File: config.mk
export PLATFORM = sky130hd
export DESIGN_NAME = gpc_mem_arb
export DESIGN_NICKNAME = d
export VERILOG_FILES = /design/src/rtl/gpc_4t_pkg.sv /design/src/rtl/gpc_sync_fifo.sv /design/src/rtl/gpc_mem_arb.sv
export SDC_FILE = /design/constraint.sdc
export NUM_CORES = 1
export LEC_CHECK = 0
export ABC_AREA = 1
export CAP_MARGIN = 20
export CELL_PAD_IN_SITES_DETAIL_PLACEMENT = 0
export CELL_PAD_IN_SITES_GLOBAL_PLACEMENT = 1
export CORE_MARGIN = 1.5
export CORE_UTILIZATION = 42
export CTS_CLUSTER_SIZE = 30
export DETAILED_ROUTE_END_ITERATION = 8
export PLACE_DENSITY_LB_ADDON = 0.25
export SYNTH_ARGS = -nofsm -noshare
export SYNTH_HDL_FRONTEND = slang
export SYNTH_SLANG_ARGS = --single-unit
File: constraint.sdc
create_clock -name QClk -period 14.1 [get_ports QClk]
set_clock_uncertainty 0.2 [all_clocks]
set_input_delay 2.82 -clock QClk [delete_from_list [all_inputs] [get_ports QClk]]
set_output_delay 2.82 -clock QClk [all_outputs]
set_load 0.1 [all_outputs]
File: src/rtl/gpc_4t_pkg.sv
// gpc_4t_pkg: shared request/tag types for the GPC memory arbiter.
package gpc_4t_pkg;

    localparam int PKG_ADDR_W = 32;
    localparam int PKG_DATA_W = 32;
    localparam int PKG_BE_W   = PKG_DATA_W / 8;

    typedef struct packed {
        logic                  wr;
        logic [PKG_ADDR_W-1:0] adrs;
        logic [PKG_DATA_W-1:0] data;
        logic [PKG_BE_W-1:0]   byte_en;
    } t_mem_req;

    typedef enum logic {SRC_CORE = 1'b0, SRC_MMIO = 1'b1} t_src;

    typedef struct packed {
        logic valid;
        t_src src;
    } t_rd_tag;

endpackage

File: src/rtl/gpc_sync_fifo.sv
// gpc_sync_fifo: synchronous FIFO with an extra pointer bit for full/empty detection.
module gpc_sync_fifo #(
    parameter int W     = 8,
    parameter int DEPTH = 4
) (
    input  logic         clk,
    input  logic         rst,
    input  logic         push,
    input  logic         pop,
    input  logic [W-1:0] din,
    output logic [W-1:0] dout,
    output logic         full,
    output logic         empty
);
    localparam int AW = $clog2(DEPTH);
    localparam int PW = AW + 1;

    logic [W-1:0] mem [DEPTH];
    logic [AW:0]  wp, rp;

    assign empty = wp == rp;
    assign full  = {~wp[AW], wp[AW-1:0]} == rp;
    assign dout  = mem[rp[AW-1:0]];

    always_ff @(posedge clk) begin
        if (push)
            mem[wp[AW-1:0]] <= din;
    end

    always_ff @(posedge clk) begin
        if (rst) begin
            wp <= '0;
            rp <= '0;
        end else begin
            wp <= wp + PW'(push);
            rp <= rp + PW'(pop);
        end
    end
endmodule

File: src/rtl/gpc_mem_arb.sv
// gpc_mem_arb: shares one memory port between the core pipeline and a queued MMIO
// requester; the core wins unless an MMIO request has starved for STARVE_MAX cycles.
module gpc_mem_arb
    import gpc_4t_pkg::*;
#(
    parameter int ADDR_W     = 32,
    parameter int DATA_W     = 32,
    parameter int REQ_DEPTH  = 4,
    parameter int RD_LAT     = 1,
    parameter int STARVE_MAX = 8,
    localparam int BE_W      = DATA_W / 8
) (
    input  logic              QClk,
    input  logic              RstQnnnH,
    input  logic              CoreRdQ103H,
    input  logic              CoreWrQ103H,
    input  logic [ADDR_W-1:0] CoreAdrsQ103H,
    input  logic [DATA_W-1:0] CoreWrDataQ103H,
    input  logic [BE_W-1:0]   CoreByteEnQ103H,
    output logic              CoreStallQ103H,
    output logic [DATA_W-1:0] CoreRdDataQ104H,
    input  logic              MmioReqValid,
    output logic              MmioReqReady,
    input  logic              MmioReqWr,
    input  logic [ADDR_W-1:0] MmioReqAdrs,
    input  logic [DATA_W-1:0] MmioReqData,
    input  logic [BE_W-1:0]   MmioReqByteEn,
    output logic              MmioRspValid,
    output logic [DATA_W-1:0] MmioRspData,
    output logic              MemRd,
    output logic              MemWr,
    output logic [ADDR_W-1:0] MemAdrs,
    output logic [DATA_W-1:0] MemWrData,
    output logic [BE_W-1:0]   MemByteEn,
    input  logic [DATA_W-1:0] MemRdData
);
    localparam int         RW        = 1 + ADDR_W + DATA_W + BE_W;
    localparam logic [7:0] STARVE_TH = 8'(STARVE_MAX);

    logic [RW-1:0]     head;
    logic              head_wr;
    logic [ADDR_W-1:0] head_adrs;
    logic [DATA_W-1:0] head_data;
    logic [BE_W-1:0]   head_be;
    logic              fifo_full, fifo_empty, push;
    logic              core_act, core_gnt, mmio_gnt, stall, core_hit;
    logic [7:0]        wait_cnt;
    logic [DATA_W-1:0] core_rd_q;
    t_rd_tag           tag_in;
    t_rd_tag           tag_q [RD_LAT];

    assign MmioReqReady = !fifo_full && !RstQnnnH;
    assign push         = MmioReqValid && MmioReqReady;
    assign {head_wr, head_adrs, head_data, head_be} = head;

    gpc_sync_fifo #(.W(RW), .DEPTH(REQ_DEPTH)) u_req_fifo (
        .clk   (QClk),
        .rst   (RstQnnnH),
        .push  (push),
        .pop   (mmio_gnt),
        .din   ({MmioReqWr, MmioReqAdrs, MmioReqData, MmioReqByteEn}),
        .dout  (head),
        .full  (fifo_full),
        .empty (fifo_empty)
    );

    // A stall hands exactly one slot to MMIO; the grant clears wait_cnt so it cannot repeat.
    assign core_act       = CoreRdQ103H || CoreWrQ103H;
    assign stall          = !RstQnnnH && core_act && !fifo_empty && wait_cnt >= STARVE_TH;
    assign core_gnt       = !RstQnnnH && core_act && !stall;
    assign mmio_gnt       = !RstQnnnH && !fifo_empty && (!core_act || stall);
    assign CoreStallQ103H = stall;

    assign MemWr     = core_gnt ? CoreWrQ103H : mmio_gnt && head_wr;
    assign MemRd     = core_gnt ? CoreRdQ103H && !CoreWrQ103H : mmio_gnt && !head_wr;
    assign MemAdrs   = core_gnt ? CoreAdrsQ103H : head_adrs;
    assign MemWrData = core_gnt ? CoreWrDataQ103H : head_data;
    assign MemByteEn = core_gnt ? CoreByteEnQ103H : head_be;

    assign tag_in          = '{valid: MemRd, src: mmio_gnt ? SRC_MMIO : SRC_CORE};
    assign core_hit        = !RstQnnnH && tag_q[RD_LAT-1].valid && tag_q[RD_LAT-1].src == SRC_CORE;
    assign MmioRspValid    = !RstQnnnH && tag_q[RD_LAT-1].valid && tag_q[RD_LAT-1].src == SRC_MMIO;
    assign MmioRspData     = MemRdData;
    assign CoreRdDataQ104H = core_hit ? MemRdData : core_rd_q;

    always_ff @(posedge QClk) begin
        if (RstQnnnH) begin
            wait_cnt  <= '0;
            core_rd_q <= '0;
            for (int i = 0; i < RD_LAT; i++)
                tag_q[i] <= '0;
        end else begin
            wait_cnt <= (fifo_empty || mmio_gnt) ? '0 : wait_cnt + {7'd0, wait_cnt != 8'hFF};
            if (core_hit)
                core_rd_q <= MemRdData;
            tag_q[0] <= tag_in;
            for (int i = 1; i < RD_LAT; i++)
                tag_q[i] <= tag_q[i-1];
        end
    end
endmodule

==> summary.md <==
| Metric | Value |
|---|---|
| Power Density | `155 nW/um^2` |
| Avg Inst Size Synth | `10.8 um^2` |
| Compound-Gate Fraction of Synth Area | `11.0%` |
| First-pass GRT wire length | `51.6 mm` |
| Core area | `31800 um^2` |
| Hold_sp | `core_rd_q[26]` |
| CTS tree | `yes` |
| Site Rows | `65` |
| Initial antenna violation count | `3` |
| Startpoint Class | `input port` |
| Via count | `9835` |
| Finished Layout Cells | `1983` |
| Endpoints failing setup | `0` |
| Htree depth | `2` |
| Residual DRC | `0` |
| Post-synthesis simple-gate area fraction | `13.0%` |
| Layout net count | `1700` |
| FF+latch count, synth | `324` |
| Fill count | `2703` |
| WL per Instance | `16.5 um` |
| Instance area at placement | `16900 um^2` |
| CTS root buf | `clkbuf_16` |
| XOR/XNOR Fraction of Synth Area | `0.256%` |
| Final hold vios | `0` |
| Post_cts resized | `0` |
| Initial Util | `43.0%` |
| Congestion Overflow GR | `0` |
| Overall die height | `183 um` |
| Layout cells sized above 1 | `4.53%` |
| Worst-Skew Late Latency | `0.50 ns` |
| Layout Cell Area excl Fill | `18000 um^2` |
| Worst-path clk slew | `0.05 ns` |
| Fin crit share | `70.0%` |
| Placer Congestion | `0.713` |
| MaxCap Viol Count | `0` |
| Crit-path max FO | `72` |
| Clock tree buffer depth | `3` |
| Slew @ Worst Pin | `1.04 ns` |
| Critical path class | `in -> out` |
| Slew Limit Fails | `0` |
| Slew margin rel. | `30.7%` |
| Status | `completed` |
| Crit path DAT | `6.85 ns` |
| Detail Placement HPWL | `19.1 mm` |
| Final wirelength | `32.6 mm` |
| Top Ports | `311` |
| Drt via density | `4.96` |
| Die area | `33600 um^2` |
| Synth Area in Adders | `0.549%` |
| Ys Warns | `0` |
| GRT Util Overall | `19.6%` |
| Largest net degree at the start of global routing | `97` |
| Hold Crit Class | `reg -> reg` |
| Vias in the first global route | `9720` |
| CP required | `11.08 ns` |
| First drt pass iteration count | `5` |
| Worst Hold Depth | `4` |
| Worst vdd ir | `0.118 mV` |
| Post-Syn Area | `13700 um^2` |
| Iter 0 DRT Violations | `558` |
| Main combinational cell family by area after synthesis | `simple AND/OR/NAND/NOR gates` |
| Post-synthesis mux area share | `0%` |
| Postcts setup bufs | `0` |
| RSZ-0062 raised after global routing | `no` |
| Post-synth top area cell | `edfxtp_1` |
| Num CTS Buffers | `35` |
| Synth Flop Type | `edfxtp_1` |
| Setup Total Neg Slack | `0 ns` |
| Worst R2R Setup Slack | `10.15 ns` |
| Asr flop ratio synth | `0%` |
| Cts hold-fix bufs | `0` |
| Minimum clock period after layout | `9.87 ns` |
| Synth area leaders | `edfxtp_1, dfxtp_1, nand2_1` |
| IO buf count | `310` |
| Final ANT Viol Nets | `0` |
| Hold Path End | `core_rd_q[26]` |
| Sequential-to-total area share from yosys stat | `67.7%` |
| Static Leak | `6.74 nW` |
| Fmax | `101 MHz` |
| FF-to-FF path depth | `7` |
| Post-synth EDFFs | `276` |
| Unique masters post-synth | `31` |
| Yosys top cell area share | `60.7%` |
| Reg-to-Reg Start | `u_req_fifo.rp[0]` |
| Setup crit end kind | `output port` |
| Final core utilization | `56.6%` |
| Clock sink total | `324` |
| Reg-to-Reg End | `u_req_fifo.mem[0][36]` |
| Area grow syn2layout | `31.7%` |
| Placed cells | `1918` |
| Die width | `183 um` |
| Post-Synthesis Cells | `1268` |
==> where the power goes <==
part           switching (mW)  internal (mW)  leakage (nW)
Sequential             0.0144           1.07          2.90
Clock                   0.344          0.533         0.537
Combinational           0.625          0.199          3.30
==> critical path, stage by stage <==
cell and delay [ns]:
clkdlybuf4s50_1 0.40, buf_4 0.27, nor2_4 0.17, nand2_1 0.06, clkinv_1 0.07, nand2_4 0.44, nand2_2 0.50, buf_4 0.60
nand2_1 0.11, nand2_1 0.15, clkdlybuf4s50_1 1.15
==> final cells by class <==
class | count | area (um^2) | share of cell area, %
Multi-Input combinational cell | 719 | 3440 | 19.1
Inverter | 118 | 445 | 2.48
Timing Repair Buffer | 322 | 3190 | 17.7
Antenna cell | 3 | 7.51 | 0.0417
Clock buffer | 46 | 960 | 5.33
Sequential cell | 324 | 9250 | 51.4
Tap cell | 435 | 544 | 3.03
Clock inverter | 16 | 146 | 0.814
==> synthesized netlist by cell type (2+ instances only) <==
cell / n
o22ai_1: 68
buf_1: 6
o21ai_0: 134
buf_4: 35
a21oi_1: 32
clkbuf_1: 51
o21ai_1: 2
inv_2: 2
inv_1: 115
nand2_1: 194
nor2_1: 156
ha_1: 6
clkbuf_2: 2
xnor2_1: 3
edfxtp_1: 276
nand3_1: 76
a211oi_1: 32
dfxtp_1: 48
nand4_1: 4
buf_2: 15
==> routing by layer <==
| layer | up-vias | wire length [um] | global-route usage [%] |
|---|---|---|---|
| met5 | - | 0 | 0 |
| met1 | 4646 | 14100 | 25.0 |
| met3 | 61 | 1830 | 3.85 |
| met4 | 0 | 921 | 6.52 |
| li1 | 4874 | - | - |
| met2 | 254 | 15700 | 33.4 |
==> through the flow <==
step	hold slack [ns]	power (mW)	setup slack, ns
detailed placement	0.310	1.93	4.25
finish	0.321	2.78	4.23
global route	0.346	2.89	3.94
CTS	0.323	2.81	4.24
global placement	0.304	1.93	4.26
floorplan	0.296	1.72	6.15
==> sequential cells by signal, indices dropped and copies added (netlist names) <==
register,count
core_rd_q,32
tag_q,2
u_req_fifo.mem,276
u_req_fifo.rp,3
u_req_fifo.wp,3
wait_cnt,8
==> how the worst max path moves through the flow <==
stage	startpoint	end	cells past startpoint
2_1_floorplan	RstQnnnH	CoreRdDataQ104H[10]	6
3_3_place_gp	RstQnnnH	MemWrData[13]	11
3_5_place_dp	RstQnnnH	MemWrData[22]	11
4_1_cts	RstQnnnH	MemAdrs[10]	11
5_1_grt	RstQnnnH	MemWrData[8]	11
6_report	RstQnnnH	MemAdrs[10]	11
==> cells in the final DEF, fill, tap and decap left out, drive strengths merged <==
cell type	count
or2	1
a21oi	32
nor2	158
xor2	1
edfxtp	276
o22ai	68
nand2	196
xnor2	3
clkdlybuf4s50	310
nand4	4
ha	6
clkbuf	46
clkinv	13
diode	3
a211oi	32
dfxtp	48
nand3	77
buf	12
o21ai	136
bufinv	3
inv	118
nand3b	1
conb	4
==> cells by family (layout without fill, tap and decap cells) <==
group                    count (synthesis)  count (layout)
AO/OA/AOI/OAI                          268             268
XOR/XNOR                                 4               4
other                                    1               7
AND/OR/NAND/NOR                        437             437
adder cells (fa/ha/maj)                  6               6
flip-flops                             324             324
buffers and inverters                  228             502
No activity file was read; power rests on OpenSTA's default activity.
==> patch, RTL diff (same flow settings) <==
Set the parameter `ADDR_W` to 64 (it was 32).
--- a/src/rtl/gpc_mem_arb.sv
+++ b/src/rtl/gpc_mem_arb.sv
@@ -5,3 +5,3 @@
 #(
-    parameter int ADDR_W     = 32,
+    parameter int ADDR_W     = 64,
     parameter int DATA_W     = 32,
Ports: changed (resized CoreAdrsQ103H, MemAdrs and MmioReqAdrs); port bits go from 311 to 407. No check against the original RTL was run, so the function may have changed too.
==> patch against the unedited design <==
Routed wire length grew 45%; sequential power grew 40%; sequential share of layout area increased by 1.8 points; sequential cell count is 128 higher; non-clock buffer count up 104; setup slack lost 0.71 ns; power up 37%; final area grew 37%; area after synthesis rose by 38%; synthesized cell count rose by 33%; critical path type unchanged; largest cell class unchanged; clock power rose by 36%; highest routed layer is now met5.
==> patch: results (changes against the unedited design) <==
status finished clean; Leak Pwr 9.06 nW (+34%); R2R Path Start u_req_fifo.rp[1]; crit-path max cell delay 1.13 ns (-0.02 ns); Layout clock buffers 62 (+35%); gr usage total 0.201 (+0.00573); Starting DRT DRC Count 942 (+69%); Largest register FFs 404 (+46%); fin nets 2264 (+33%); M1 wire length 20.6 mm (+46%); total CTS buffers 47 (+34%); Port-buffer cells 406 (+31%); Multi-input comb cells 975 (+36%); Synth Area in Adders 0.00398 (-0.00151); Worst-Margin Slew 1.07 ns (+0.0383 ns); Placer Congestion 0.759 (+6.4%); hold path start core_rd_q[18]; uppermost layer routed met5; grt met1 use 0.264 (+0.0143); post-synthesis compound-gate area fraction 0.107 (-0.00277); multi-input combinational area share 0.187 (-0.00378); first-pass GRT wire length 72.7 mm (+41%); Comb power frac 0.290 (-0.006); fillers 3768 (+39%); Commonest cells post-synth edfxtp_1, nand2_1, nor2_1; largest net degree at the start of global routing 113 (+16%); Post-synth EDFFs 404 (+46%); Clock Latency Late Sink 0.57 ns (+0.07 ns); core box area 0.0442 mm2 (+39%); R2R Setup Slk 9.91 ns (-0.24 ns); Vias/cell 5.07 (+2.1%); Arr. time, crit path 7.57 ns (+0.72 ns); top post-synthesis cells by area edfxtp_1, o21ai_0, nand2_1, dfxtp_1, nor2_1; Hold WS 0.322 ns (+0.000541 ns); fraction of layout cells with a size suffix above 1 0.0467 (+0.00141); Worst Hold Path EP core_rd_q[18]; clk sinks 452 (+40%); met2 routed WL 23.0 mm (+46%); Placement Cell Area 0.0231 mm2 (+37%); register area share after synthesis 0.694 (+0.0174); XOR/XNOR share of the synthesized area 0.00186 (-0.000706); routing usage on met3 0.0395 (+0.000968); met2 Track Usage GR 0.341 (+0.00713); synth unique cells 27 (-13%); Placement Setup Slack 3.44 ns (-0.809 ns); Data buffer area share 0.172 (-0.00579); Buffers excl. clock 426 (+32%); synthesized area per cell 11.2 um2 (+3.9%); Post-DP HPWL 27.8 mm (+46%)
## patch: changes by cell type after synthesis, moves of 2 or more
cell,unedited run,this run
o21ai_1,2,0
inv_1,115,117
o22ai_1,68,100
buf_4,35,33
nand2_1,194,257
nor2_1,156,221
buf_1,6,9
edfxtp_1,276,404
buf_6,1,8
buf_2,15,31
nand3_1,76,108
clkbuf_1,51,62
o21ai_0,134,200
clkbuf_2,2,0
## patch: worst max-delay path by stage
| stage | from | end | slack, ns | cells past startpoint |
|---|---|---|---|---|
| floorplan | RstQnnnH | u_req_fifo.mem[0][0] | 6.00 | 3 |
| global placement | RstQnnnH | MemWrData[0] | 3.45 | 13 |
| detailed placement | RstQnnnH | MemWrData[0] | 3.44 | 13 |
| CTS | RstQnnnH | MemWrData[0] | 3.41 | 13 |
| global route | RstQnnnH | MemWrData[0] | 3.13 | 13 |
| finish | RstQnnnH | MemWrData[25] | 3.51 | 13 |
